## src/rtl/ultrasonic_ctrl_mc.sv

```systemverilog
// Multi-channel ultrasonic DAC controller: per-channel target/ramp plus a circular command log.
// Latency: a command accepted at edge N takes effect at N+1; log reads return one clock after log_rd_en.
// Backpressure: cmd_ready is low only when LOG_WRAP=0 and the log is full (a same-cycle log_clear lifts it).
module ultrasonic_ctrl_mc #(
  parameter int NCH       = 4,
  parameter int DAC_W     = 12,
  parameter int AMT_W     = 8,
  parameter int INC_STEP  = 16,
  parameter int RAMP_STEP = 64,
  parameter int RAMP_DIV  = 4,
  parameter int LOG_DEPTH = 64,
  parameter int LOG_WRAP  = 1,
  localparam int CH_W     = (NCH > 1) ? $clog2(NCH) : 1,
  localparam int LA_W     = $clog2(LOG_DEPTH),
  localparam int LOG_DW   = 4 + CH_W + AMT_W
) (
  input  logic                   clk,
  input  logic                   rst_n,
  input  logic                   cmd_valid,
  output logic                   cmd_ready,
  input  logic [CH_W-1:0]        cmd_ch,
  input  logic [2:0]             cmd_op,
  input  logic [AMT_W-1:0]       cmd_amount,
  output logic [NCH*DAC_W-1:0]   dac_out,
  output logic [NCH-1:0]         ch_on,
  output logic [NCH-1:0]         ramp_busy,
  output logic                   err_pulse,
  input  logic                   log_clear,
  input  logic                   log_rd_en,
  input  logic [LA_W-1:0]        log_rd_addr,
  output logic [LOG_DW-1:0]      log_rd_data,
  output logic [LA_W:0]          log_count,
  output logic                   log_full
);

  typedef enum logic [2:0] {
    OP_NOP = 3'd0,
    OP_SET = 3'd1,
    OP_INC = 3'd2,
    OP_DEC = 3'd3,
    OP_ON  = 3'd4,
    OP_OFF = 3'd5
  } op_e;

  localparam int PS_W = (RAMP_DIV > 1) ? $clog2(RAMP_DIV) : 1;
  localparam logic [DAC_W:0] RSTEP = (DAC_W+1)'(RAMP_STEP);
  localparam logic [DAC_W:0] ISTEP = (DAC_W+1)'(INC_STEP);
  localparam logic [DAC_W:0] DMAX  = {1'b0, {DAC_W{1'b1}}};
  localparam logic [LA_W:0]  DEPTH = (LA_W+1)'(LOG_DEPTH);

  // channel state
  logic [DAC_W-1:0] tgt_q [NCH];
  logic [DAC_W-1:0] cur_q [NCH];
  logic [DAC_W-1:0] tgt_d [NCH];
  logic [DAC_W-1:0] cur_d [NCH];
  logic [NCH-1:0]   on_q, on_d, busy_d;
  logic [NCH*DAC_W-1:0] dac_d;

  logic [PS_W-1:0] presc_q;
  logic            tick;

  logic            cmd_fire, illegal, apply, log_we;
  logic [DAC_W-1:0] set_val;

  // log state
  logic [LOG_DW-1:0] log_mem [LOG_DEPTH];
  logic [LA_W-1:0]   wr_ptr, wr_idx, rd_base, rd_idx;
  logic [LOG_DW-1:0] log_entry;

  // Moves cur toward tgt by at most RAMP_STEP, landing exactly on tgt when close.
  function automatic logic [DAC_W-1:0] ramp_next(input logic [DAC_W-1:0] cur,
                                                 input logic [DAC_W-1:0] tgt);
    logic [DAC_W:0] diff;
    diff = '0;
    ramp_next = cur;
    if (cur < tgt) begin
      diff = {1'b0, tgt} - {1'b0, cur};
      ramp_next = (diff > RSTEP) ? DAC_W'({1'b0, cur} + RSTEP) : tgt;
    end else if (cur > tgt) begin
      diff = {1'b0, cur} - {1'b0, tgt};
      ramp_next = (diff > RSTEP) ? DAC_W'({1'b0, cur} - RSTEP) : tgt;
    end
  endfunction

  function automatic logic [DAC_W-1:0] inc_sat(input logic [DAC_W-1:0] t);
    logic [DAC_W:0] sum;
    sum = {1'b0, t} + ISTEP;
    inc_sat = (sum > DMAX) ? {DAC_W{1'b1}} : sum[DAC_W-1:0];
  endfunction

  function automatic logic [DAC_W-1:0] dec_sat(input logic [DAC_W-1:0] t);
    logic [DAC_W:0] dif;
    dif = {1'b0, t} - ISTEP;
    dec_sat = ({1'b0, t} < ISTEP) ? '0 : dif[DAC_W-1:0];
  endfunction

  assign cmd_ready = ~((LOG_WRAP == 0) & log_full & ~log_clear);
  assign cmd_fire  = cmd_valid & cmd_ready;
  assign illegal   = (cmd_op > 3'd5) | ({1'b0, cmd_ch} >= (CH_W+1)'(NCH));
  assign apply     = cmd_fire & ~illegal;
  // Illegal commands are logged even when their op field is NOP.
  assign log_we    = cmd_fire & (illegal | (cmd_op != OP_NOP));
  assign set_val   = DAC_W'(cmd_amount) << (DAC_W - AMT_W);
  assign tick      = (presc_q == PS_W'(RAMP_DIV - 1));
  assign ch_on     = on_q;

  // Next channel state: ramp first, then the command overrides (OFF forces current to 0).
  always_comb begin
    on_d   = on_q;
    busy_d = '0;
    dac_d  = '0;
    for (int i = 0; i < NCH; i++) begin
      tgt_d[i] = tgt_q[i];
      cur_d[i] = cur_q[i];
      if (tick && on_q[i]) cur_d[i] = ramp_next(cur_q[i], tgt_q[i]);
      if (apply && (cmd_ch == CH_W'(i))) begin
        case (cmd_op)
          OP_SET:  tgt_d[i] = set_val;
          OP_INC:  tgt_d[i] = inc_sat(tgt_q[i]);
          OP_DEC:  tgt_d[i] = dec_sat(tgt_q[i]);
          OP_ON:   on_d[i]  = 1'b1;
          OP_OFF: begin
            on_d[i]  = 1'b0;
            cur_d[i] = '0;
          end
          default: ;
        endcase
      end
      busy_d[i] = on_d[i] & (cur_d[i] != tgt_d[i]);
      dac_d[i*DAC_W +: DAC_W] = on_d[i] ? cur_d[i] : '0;
    end
  end

  // Channel registers; outputs are registered copies of the next-state values.
  always_ff @(posedge clk or negedge rst_n) begin
    if (!rst_n) begin
      for (int i = 0; i < NCH; i++) begin
        tgt_q[i] <= '0;
        cur_q[i] <= '0;
      end
      on_q      <= '0;
      ramp_busy <= '0;
      dac_out   <= '0;
      err_pulse <= 1'b0;
    end else begin
      for (int i = 0; i < NCH; i++) begin
        tgt_q[i] <= tgt_d[i];
        cur_q[i] <= cur_d[i];
      end
      on_q      <= on_d;
      ramp_busy <= busy_d;
      dac_out   <= dac_d;
      err_pulse <= cmd_fire & illegal;
    end
  end

  // Ramp prescaler: counts 0..RAMP_DIV-1, tick asserted on the wrap count.
  always_ff @(posedge clk or negedge rst_n) begin
    if (!rst_n)    presc_q <= '0;
    else if (tick) presc_q <= '0;
    else           presc_q <= presc_q + 1'b1;
  end

  // Oldest entry sits count slots behind the write pointer (count=DEPTH wraps to wr_ptr itself).
  assign rd_base   = wr_ptr - log_count[LA_W-1:0];
  assign rd_idx    = rd_base + log_rd_addr;
  assign wr_idx    = log_clear ? '0 : wr_ptr;
  assign log_entry = {illegal, cmd_op, cmd_ch, cmd_amount};
  assign log_full  = (log_count == DEPTH);

  // Log pointers; a clear with a simultaneous write leaves that write as entry 0.
  always_ff @(posedge clk or negedge rst_n) begin
    if (!rst_n) begin
      wr_ptr    <= '0;
      log_count <= '0;
    end else if (log_clear) begin
      wr_ptr    <= log_we ? LA_W'(1) : '0;
      log_count <= log_we ? (LA_W+1)'(1) : '0;
    end else if (log_we) begin
      wr_ptr <= wr_ptr + 1'b1;
      if (!log_full) log_count <= log_count + 1'b1;
    end
  end

  // Log storage (no reset needed: reads beyond count return zero).
  always_ff @(posedge clk) begin
    if (log_we) log_mem[wr_idx] <= log_entry;
  end

  // Registered log read; holds its value when no read is requested.
  always_ff @(posedge clk or negedge rst_n) begin
    if (!rst_n) begin
      log_rd_data <= '0;
    end else if (log_rd_en) begin
      log_rd_data <= ({1'b0, log_rd_addr} < log_count) ? log_mem[rd_idx] : '0;
    end
  end

endmodule

```

## config.mk

```make
export PLATFORM = sky130hd
export DESIGN_NAME = ultrasonic_ctrl_mc
export DESIGN_NICKNAME = d
export VERILOG_FILES = /design/src/rtl/ultrasonic_ctrl_mc.sv
export SDC_FILE = /design/constraint.sdc
export NUM_CORES = 2
export LEC_CHECK = 0
export ABC_CLOCK_PERIOD_IN_PS = 10300
export CAP_MARGIN = 20
export CELL_PAD_IN_SITES_DETAIL_PLACEMENT = 0
export CELL_PAD_IN_SITES_GLOBAL_PLACEMENT = 2
export CORE_ASPECT_RATIO = 1.2
export CORE_UTILIZATION = 35
export DETAILED_ROUTE_END_ITERATION = 8
export GPL_ROUTABILITY_DRIVEN = 1
export PLACE_DENSITY_LB_ADDON = 0.25
export SLEW_MARGIN = 0
export SYNTH_ARGS = -nofsm -noshare
export SYNTH_HDL_FRONTEND = slang
export SYNTH_SLANG_ARGS = --single-unit
```

## constraint.sdc

```tcl
create_clock -name clk -period 10.3 [get_ports clk]
set_input_delay 2.06 -clock clk [delete_from_list [all_inputs] [get_ports clk]]
set_output_delay 2.06 -clock clk [all_outputs]
set_load 0.1 [all_outputs]
```

==> results_dict.tcl <==
set metrics [dict create \
    fmax_mhz 159 \
    min_from "presc_q[0]$_DFF_PN0_" \
    drtIter0Drc 2777 \
    num_rows 154 \
    worstHoldEndpoint "presc_q[0]$_DFF_PN0_" \
    r2r-end "ramp_busy[0]$_DFF_PN0_" \
    setup_viol 0 \
    tightestPinTransition_ns 1.16 \
    first_global_vias 32818 \
    post-cts-setup-buffers 0 \
    grt.total_usage_pct 21.0 \
    status "finished, final reports clean" \
    fin_tns_setup_ns 0 \
    async_reset_ff_share_pct 16.9 \
    synth.top_cell.area_share_pct 52.1 \
    nets 3892 \
    rrSetupSlack_ns 4.60 \
    hpwl_um 102000 \
    gr-usage-met1_pct 28.1 \
    min_path_type "flip-flop to flip-flop" \
    route.detailed.drc 0 \
    cts_hold_buf 0 \
    gp_congestion 0.792 \
    antenna_left 0 \
    clk_transition_reported_paths_ns 0.06 \
    syn_to_final_growth_pct 14.0 \
    hold_depth 1 \
    antenna_found_initial 9 \
    required_ns 10.93 \
    powerDensity_mw_per_mm2 263 \
    r2r_cells 14 \
    placed_cell_area_mm2 0.0552 \
    startpoint_type "input port" \
    clockRootBuffer "clkbuf_16" \
    ys_warn_count 0 \
    dr.pass1.iters 5 \
    peakVddDrop_mv 0.251 \
    clock_path_buffers 3 \
    yosysTopAreaCell "edfxtp_1" \
    cts_tree "yes" \
    relSlewSlack_pct 22.0 \
    fin_area_mm2 0.0589 \
    grtUsageMet3_pct 3.00 \
    grt_first_pass_wirelength_um 231000 \
    yosys-top-cells-count "edfxtp_1 (896), mux4_2 (280), nor2_1 (225)" \
    rsz0062_at_grt "no" \
    yosysSeqAreaShare_pct 60.9 \
    worstSkewPairLatency_ns 0.76 \
    synth_area_mm2 0.0516 \
    fin_util_pct 40.1 \
    grt_overflow 0 \
    synthCells 3590 \
    drv_slew 0 \
    htreeDepth 3 \
    register_area_mm2 0.0315 \
    num_vias 31981 \
    synth_area_leaders "edfxtp_1 (52%), mux4_2 (12%), dfrtp_1 (8.8%)" \
    die-area_mm2 0.149 \
    fin_hold_ws_ns 0.428 \
    ctsResizeCount 0 \
    start_util_pct 35.2 \
    ys.flop_type "edfxtp_1" \
    critPathMaxFanout 136 \
    clock-sinks 1078 \
    crit_path_end_kind "flip-flop" \
    gr-usage-met2_pct 35.6 \
    hold_viol_final 0 \
    synth_edf_count 896 \
    fin_ws_ns 4.00 \
    syn_area_per_cell_um2 14.4 \
    crit_type "input port to flip-flop" \
    coreArea_mm2 0.147 \
    ys_seq_elements 1078 \
    pre_cts_ws_ns 3.27 \
    port_buffers 102 \
    min_period_over_period_pct 61.2 \
    yosysMostFrequentCell "edfxtp_1" \
    num_io_pins 104 \
    fillCellCount 13535 \
    layout-drive-gt1-share_pct 17.3 \
    routed_via_density 5.54 \
    p_leak_nw 20.1 \
    avgRoutedWirePerCell_um 27.3 \
    busiest_layer "met2" \
    drv_cap 0 \
    die_w_um 353 \
    r2r_start "tgt_q[42]$_DFF_PN0_" \
    yosysUniqueCellTypes 113 \
    syn_nets 3754 \
    die_h_um 423 \
    finClkSkew_ns 0.0537 \
    grt_max_degree 137 \
    arrival_ns 6.94 \
    multi_input_area_mm2 0.0189 \
    finalCriticalPeriod_ns 6.30 \
    routed_wl_um 157000 \
    cts-buffers-inserted 109 \
]
[cell usage in the layout, fill, tap and decap left out, types with 11 or more instances in the layout]
cell,n
a21o_1,30
or3_1,36
a21oi_1,153
a311oi_1,11
o31ai_1,18
ha_1,130
o21ai_0,161
and3_1,23
clkbuf_1,19
edfxtp_1,896
nand2b_1,23
inv_1,172
o211ai_1,50
nor2b_1,34
nor2_1,221
and2_1,19
nand2_1,182
nor3_1,86
clkinv_2,23
xor2_1,31
clkbuf_16,110
buf_2,13
nand3_1,94
a31oi_1,25
nand4_1,34
clkinv_1,21
buf_4,112
a211oi_1,31
mux2_2,17
o22ai_1,15
mux2i_1,53
clkdlybuf4s50_1,85
dfrtp_1,182
nor4_1,24
mux4_2,280
o21a_1,15
clkinvlp_4,11
xnor2_1,78
[metrics by stage]
| step | cells | total power, mW |
|---|---|---|
| 3_3_place_gp | 5567 | 11.6 |
| 5_1_grt | 5771 | 16.2 |
| 6_report | 5773 | 15.5 |
| 4_1_cts | 5771 | 15.6 |
| 2_1_floorplan | 3590 | 9.73 |
| 3_5_place_dp | 5567 | 11.6 |
[critical path, stage by stage]
cell and delay [ns]:
clkdlybuf4s50_1 0.64, inv_1 0.13, fa_1 0.54, inv_1 0.06, fa_4 1.02, buf_12 0.60, mux4_2 0.43, mux4_2 0.58
mux2i_1 0.36, nand2_1 0.10, o211ai_1 0.11, o21ai_0 0.11
[kinds of logic after synthesis]
logic type      after synthesis  share of synthesized area (%)
flops                      1078                           60.9
simple gates                867                           8.48
compound gates              679                           8.83
buf+inv                     361                           2.69
mux                         351                           13.6
fa+ha+maj                   140                           3.52
xor+xnor                    113                           1.92
other cells                   1                        0.00726
[state kept, by name, summed over array words and instances, names as in the netlist]
| signal | count |
|---|---|
| ch_on | 4 |
| cur_q | 48 |
| dac_out | 48 |
| err_pulse | 1 |
| log_count | 7 |
| log_mem | 896 |
| log_rd_data | 14 |
| presc_q | 2 |
| ramp_busy | 4 |
| tgt_q | 48 |
| wr_ptr | 6 |
[layer usage]
layer | vias up | share of wire, %
li1 | 14338 | -
met1 | 16613 | 43
met5 | - | 0
met3 | 200 | 5.1
met4 | 0 | 2.4
met2 | 830 | 50
[worst max-delay path by stage]
stage	depth (start not counted)	start	slack (ns)	to
6_report	12	log_rd_addr[1]	4.00	log_rd_data[12]$_DFFE_PN0P_
5_1_grt	13	cmd_op[0]	3.68	ramp_busy[0]$_DFF_PN0_
4_1_cts	12	log_rd_addr[1]	4.09	log_rd_data[12]$_DFFE_PN0P_
3_5_place_dp	12	log_rd_addr[1]	3.27	log_rd_data[12]$_DFFE_PN0P_
3_3_place_gp	12	log_rd_addr[1]	3.25	log_rd_data[9]$_DFFE_PN0P_
2_1_floorplan	11	log_rd_addr[1]	4.87	log_rd_data[10]$_DFFE_PN0P_
[area by class of cell]
type | instances | area share [%]
repair buffers | 214 | 3.11
diodes | 2 | 0.00850
clock buffers | 131 | 4.84
inverters | 174 | 1.11
flip-flops and latches | 1078 | 53.4
well taps | 1950 | 4.14
clock inverters | 73 | 1.30
multi-input cells | 2151 | 32.0
[power breakdown]
group | leakage [nW] | switching, mW | internal [mW]
logic | 7.94 | 3.84 | 2.35
clock network | 1.74 | 1.78 | 2.24
registers | 10.4 | 0.318 | 4.93
Power figures use the tool's default switching activity.
